## src/rtl/serial_pattern_tx_pkg.sv

```systemverilog
// rtl/serial_pattern_tx_pkg.sv - shared types and constants for the serial pattern transmitter
package serial_pattern_tx_pkg;

  typedef enum logic [1:0] {IDLE, SHIFT, GAP} state_t;

  localparam int GAP_W     = 4;
  localparam int WIDTH_MIN = 2;
  localparam int WIDTH_MAX = 32;
  localparam int GAP_MIN   = 0;
  localparam int GAP_MAX   = 15;

  function automatic bit params_ok(input int width, input int gap);
    return (width >= WIDTH_MIN) && (width <= WIDTH_MAX) &&
           (gap >= GAP_MIN) && (gap <= GAP_MAX);
  endfunction

endpackage

```

## src/rtl/serial_pattern_tx_if.sv

```systemverilog
// rtl/serial_pattern_tx_if.sv - word-in / bit-out bus of the transmitter
// SERIAL_PATTERN_TX_EXP_HITS_EN adds the exp_hits signal.
interface serial_pattern_tx_if #(parameter int WIDTH = 8);

  logic [WIDTH-1:0] inp;
  logic             in_valid;
  logic             in_ready;
  logic             outp;
  logic             out_valid;
  logic             done;

`ifdef SERIAL_PATTERN_TX_EXP_HITS_EN
  logic [$clog2(WIDTH)-1:0] exp_hits;

  modport master (output inp, in_valid, input in_ready, outp, out_valid, done, exp_hits);
  modport slave  (input inp, in_valid, output in_ready, outp, out_valid, done, exp_hits);
`else
  modport master (output inp, in_valid, input in_ready, outp, out_valid, done);
  modport slave  (input inp, in_valid, output in_ready, outp, out_valid, done);
`endif

endinterface

```

## src/rtl/serial_pattern_tx_pair_count.sv

```systemverilog
// rtl/serial_pattern_tx_pair_count.sv - counts overlapping equal adjacent bit pairs in a word
module pair_count #(
  parameter int WIDTH = 8
) (
  input  logic [WIDTH-1:0]         w,
  output logic [$clog2(WIDTH)-1:0] count
);

  localparam int CW = $clog2(WIDTH);

  logic [WIDTH-2:0] eq;

  assign eq = ~(w[WIDTH-1:1] ^ w[WIDTH-2:0]);

  always_comb begin
    count = '0;
    for (int i = 0; i < WIDTH - 1; i++) begin
      count = count + CW'(eq[i]);
    end
  end

endmodule

```

## src/rtl/serial_pattern_tx.sv

```systemverilog
// rtl/serial_pattern_tx.sv - MSB-first serial transmitter with alternating idle pattern
// SERIAL_PATTERN_TX_EXP_HITS_EN adds exp_hits (equal-pair count of the accepted word).
module serial_pattern_tx
  import serial_pattern_tx_pkg::*;
#(
  parameter int WIDTH = 8,
  parameter int GAP   = 1
) (
  input logic              clk,
  input logic              rst,
  serial_pattern_tx_if.slave bus
);

  localparam int BW = $clog2(WIDTH);

  if (!params_ok(WIDTH, GAP)) begin : g_bad_params
    $error("serial_pattern_tx: WIDTH or GAP out of range");
  end

  state_t            state, state_n;
  logic [WIDTH-2:0]  shreg, shreg_n;
  logic [BW-1:0]     bit_cnt, bit_cnt_n;
  logic [GAP_W-1:0]  gap_cnt, gap_cnt_n;
  logic              outp_q, outp_n;
  logic              out_valid_q, out_valid_n;
  logic              done_q, done_n;
  logic              in_ready;
  logic              accept;

  always_ff @(posedge clk) begin
    if (!rst) begin
      state       <= IDLE;
      shreg       <= '0;
      bit_cnt     <= '0;
      gap_cnt     <= '0;
      outp_q      <= 1'b0;
      out_valid_q <= 1'b0;
      done_q      <= 1'b0;
    end else begin
      state       <= state_n;
      shreg       <= shreg_n;
      bit_cnt     <= bit_cnt_n;
      gap_cnt     <= gap_cnt_n;
      outp_q      <= outp_n;
      out_valid_q <= out_valid_n;
      done_q      <= done_n;
    end
  end

  // Idle and gap cycles invert the previous bit, so leaving a word never forms a pair.
  always_comb begin
    state_n     = state;
    shreg_n     = shreg;
    bit_cnt_n   = bit_cnt;
    gap_cnt_n   = gap_cnt;
    outp_n      = ~outp_q;
    out_valid_n = 1'b0;
    done_n      = 1'b0;
    in_ready    = 1'b0;

    case (state)
      IDLE: begin
        in_ready = 1'b1;
      end
      SHIFT: begin
        if (bit_cnt == '0) begin
          in_ready = (GAP == 0);
          if (GAP > 0) begin
            state_n   = serial_pattern_tx_pkg::GAP;
            gap_cnt_n = GAP_W'(GAP - 1);
          end else begin
            state_n = IDLE;
          end
        end else begin
          outp_n      = shreg[WIDTH-2];
          shreg_n     = shreg << 1;
          bit_cnt_n   = bit_cnt - BW'(1);
          out_valid_n = 1'b1;
          done_n      = (bit_cnt == BW'(1));
        end
      end
      serial_pattern_tx_pkg::GAP: begin
        if (gap_cnt == '0) begin
          state_n = IDLE;
        end else begin
          gap_cnt_n = gap_cnt - GAP_W'(1);
        end
      end
      default: begin
        state_n = IDLE;
      end
    endcase

    accept = bus.in_valid && in_ready;
    if (accept) begin
      state_n     = SHIFT;
      shreg_n     = bus.inp[WIDTH-2:0];
      outp_n      = bus.inp[WIDTH-1];
      bit_cnt_n   = BW'(WIDTH - 1);
      out_valid_n = 1'b1;
      done_n      = 1'b0;
    end
  end

  assign bus.in_ready  = in_ready;
  assign bus.outp      = outp_q;
  assign bus.out_valid = out_valid_q;
  assign bus.done      = done_q;

`ifdef SERIAL_PATTERN_TX_EXP_HITS_EN
  logic [BW-1:0] hits_c;
  logic [BW-1:0] exp_hits_q;

  pair_count #(.WIDTH(WIDTH)) u_pair_count (
    .w     (bus.inp),
    .count (hits_c)
  );

  always_ff @(posedge clk) begin
    if (!rst) begin
      exp_hits_q <= '0;
    end else if (accept) begin
      exp_hits_q <= hits_c;
    end
  end

  assign bus.exp_hits = exp_hits_q;
`endif

endmodule

```

## src/flat_wrapper.sv

```systemverilog
// flat-port wrapper written by rule: the top's interface ports become plain ports
module serial_pattern_tx_flat import serial_pattern_tx_pkg::*;
#(
  parameter int WIDTH = 8,
  parameter int GAP   = 1
)
  (clk, rst, bus_inp, bus_in_valid, bus_in_ready, bus_outp, bus_out_valid, bus_done);
  serial_pattern_tx_if #(.WIDTH(WIDTH)) bus_i ();
  input logic clk;
  input logic rst;
  input wire logic [$bits(bus_i.inp)-1:0] bus_inp;
  input wire logic [$bits(bus_i.in_valid)-1:0] bus_in_valid;
  output wire logic [$bits(bus_i.in_ready)-1:0] bus_in_ready;
  output wire logic [$bits(bus_i.outp)-1:0] bus_outp;
  output wire logic [$bits(bus_i.out_valid)-1:0] bus_out_valid;
  output wire logic [$bits(bus_i.done)-1:0] bus_done;
  assign bus_i.inp = bus_inp;
  assign bus_i.in_valid = bus_in_valid;
  assign bus_in_ready = bus_i.in_ready;
  assign bus_outp = bus_i.outp;
  assign bus_out_valid = bus_i.out_valid;
  assign bus_done = bus_i.done;
  serial_pattern_tx #(.WIDTH(WIDTH), .GAP(GAP)) u_core (.clk(clk), .rst(rst), .bus(bus_i));
endmodule
```

## config.mk

```make
export PLATFORM = sky130hd
export DESIGN_NAME = serial_pattern_tx_flat
export DESIGN_NICKNAME = d
export VERILOG_FILES = /design/src/rtl/serial_pattern_tx_pkg.sv /design/src/rtl/serial_pattern_tx_if.sv /design/src/rtl/serial_pattern_tx_pair_count.sv /design/src/rtl/serial_pattern_tx.sv /design/src/flat_wrapper.sv
export SDC_FILE = /design/constraint.sdc
export NUM_CORES = 1
export LEC_CHECK = 0
export BUFFER_PORTS_ARGS = -buffer_cell sky130_fd_sc_hd__buf_2
export CORE_UTILIZATION = 35
export DETAILED_ROUTE_END_ITERATION = 6
export SLEW_MARGIN = 20
export SYNTH_ARGS = -nofsm -noshare
export SYNTH_HDL_FRONTEND = slang
export SYNTH_SLANG_ARGS = --single-unit
export TNS_END_PERCENT = 5
```

## constraint.sdc

```tcl
create_clock -name clk -period 1.6 [get_ports clk]
set_clock_uncertainty 0.15 [all_clocks]
set_input_delay 0.08 -clock clk [delete_from_list [all_inputs] [get_ports clk]]
set_output_delay 0.08 -clock clk [all_outputs]
set_load 0.05 [all_outputs]
```

==> impl_metrics.yaml <==
outcome:
  status: "completed"
finish:
  fin_area_sq_um: 1260
  final_core_util_pct: 49.5
  layout.cells.non_filler: 165
  syn_to_final_growth_pct: 30.3
  layout_common_cells: "dfxtp_1 (17), buf_2 (14), buf_4 (11)"
  nNetsFinal: 151
  n_fill_cell: 252
  final_common_cell: "dfxtp_1"
  antenna_cells: 0
  drive_gt1_share_pct: 28.9
worst_setup_path:
  worst_setup_path_end_kind: "register"
  critical_path_arrival_ps: 1600
  crit_type: "register to register"
  critical_path.max_fanout: 5
  cp.required_ps: 1650
  crit_path_start_kind: "register"
timing:
  finalCritPeriodShare_pct: 96.7
  tightest_slew_ps: 276
  hold_viol_final: 0
  setup_slack_ps: 53.4
  fmax_ghz: 0.647
  final_max_slew_viol_count: 0
  min_period_ps: 1550
  relSlewSlack_pct: 81.4
  fin_hold_ws_ps: 92.2
  setup_tns_ps: 0
  setup_viol: 0
place:
  pre_cts_ws_ps: 14.8
  dp.cells: 152
  dpl_cell_area_sq_um: 1120
  portBuffers: 14
  gp_congestion: 0.731
  dp_hpwl_microns: 1630
synthesis:
  synthesis.area_sq_um: 967
  synth_nets: 117
  yosys_most_used_dff: "dfxtp_1"
  synthSimpleGateAreaFrac_pct: 22.9
  synth_top_family_by_area: "compound AO/OA/AOI/OAI gates"
  async_flop_share_pct: 0
  synth_xor_xnor_area_share_pct: 0
  yosys_warnings: 0
  synth-edff-count: 0
  ys_types: 39
  synth_seq_cells: 19
  muxShareOfSynthArea_pct: 2.07
  seq_area_frac_synth_pct: 39.3
  synth_compound_area_share_pct: 23.9
  avgSynthCellArea_sq_um: 9.48
  synthAdderAreaFrac_pct: 5.17
  synthCells: 102
global_routing:
  overflow: 0
  grt_usage_pct: 17.7
  grt_pass1_vias: 843
  grt_pass1_wl_microns: 3710
  grt_max_degree: 12
  grt_antenna_before_repair: 0
floorplan:
  core_area_sq_um: 2540
  dieHeight_microns: 54.6
  core.rowCount: 18
  num_io_pins: 15
  initial_core_util_pct: 38.0
  die_w_microns: 54.6
  design.die.area_sq_um: 2980
cts:
  cts_root_buf: "clkbuf_4"
  clockBufferDepth: 2
  htree_num_levels: 1
  cts_tree: "yes"
  path_clk_slew_ps: 110
  clock_latency_ps: 300
  cts_setup_buffers: 0
  cts_sinks: 19
  cts_buffers: 3
hold_path:
  hp-class: "input port to register"
detailed_routing:
  viasPerCell: 5.39
  drc_errors: 0
  drt_first_pass_iters: 4
  wl_met3_microns: 50
  top_layer_used: "met4"
  wl_met2_microns: 1120
  ant_nets: 0
  wl_per_cell_microns: 13.5
  initialDrtViolationCount: 22
  vias: 890
  wl_met1_microns: 1040
  wl_microns: 2230
pwr:
  p_per_area_nw_per_um2: 909
  p_leak_nw: 0.514
  power_mw: 1.15
  ir_worst_vdd_v: 0.000545
run:
  max-cap-violations: 0
[Yosys cell counts, types with 3 or more instances]
| library cell | instances | area share, % |
|---|---|---|
| dfxtp_1 | 19 | 39 |
| nand3_1 | 3 | 1.6 |
| o22ai_1 | 5 | 3.2 |
| nand2_1 | 10 | 3.9 |
| nand2b_1 | 3 | 1.9 |
| ha_1 | 4 | 5.2 |
| o21ai_0 | 5 | 2.6 |
| a21oi_1 | 3 | 1.6 |
| a32oi_1 | 3 | 2.7 |
| inv_1 | 6 | 2.3 |
[registers in the layout, indices dropped and copies added (netlist names)]
signal	cells
u_core.bus.out_valid	1
u_core.shreg	7
u_core.bus.done	1
u_core.bit_cnt	3
u_core.gap_cnt	4
u_core.bus.outp	1
u_core.state	2
[logic make-up (layout without fill, tap and decap cells)]
kind of cell	after synthesis	count (layout)
flip-flops	19	19
multiplexers	2	2
adder cells (fa/ha/maj)	4	4
AO/OA/AOI/OAI	30	30
buffers and inverters	12	45
AND/OR/NAND/NOR	35	35
[layer usage]
metal | GRT usage [%] | up-vias
met5 | 0 | -
met4 | 7.69 | 0
met3 | 3.33 | 2
met2 | 30.1 | 17
met1 | 21.4 | 425
li1 | - | 446
[critical path, stage by stage, from the launching register on]
cell and delay, ps:
dfxtp_1 350, inv_1 60, ha_1 200, nor2b_4 140, buf_4 160, o31a_1 270, o221a_1 110
[worst paths after layout]
| check | start | slack (ps) | end | depth (start not counted) |
|---|---|---|---|---|
| worst max register to register | u_core.bit_cnt[1] | 50 | u_core.shreg[3] | 6 |
| worst min-delay path | bus_in_valid | 90 | u_core.bit_cnt[0] | 3 |
| worst max-delay path | u_core.bit_cnt[1] | 50 | u_core.shreg[3] | 6 |
| worst min register to register | u_core.shreg[0] | 320 | u_core.shreg[0] | 2 |
[layout make-up]
cell class                 instances  area [sq um]  share of cell area (%)
clock buffer                       3          22.5                    1.79
inverter                           6          22.5                    1.79
sequential                        19           383                    30.4
multi-input combinational         71           536                    42.5
timing repair buffer              35           254                    20.2
tap                               30          37.5                    2.98
clock inverter                     1          5.00                   0.397
[power breakdown]
group | internal (mW) | switching (mW) | total (mW)
logic | 0.166 | 0.187 | 0.353
clock network | 0.0932 | 0.155 | 0.248
registers | 0.515 | 0.0298 | 0.545
total | 0.773 | 0.372 | 1.15
[timing repair]
action	CTS	global route
hold endpoints to repair	11	0
endpoints found under the setup margin	1	11
pin swaps	0	0
gates resized for setup	1	5
hold buffers	9	0
No activity file was read; power rests on OpenSTA's default activity.
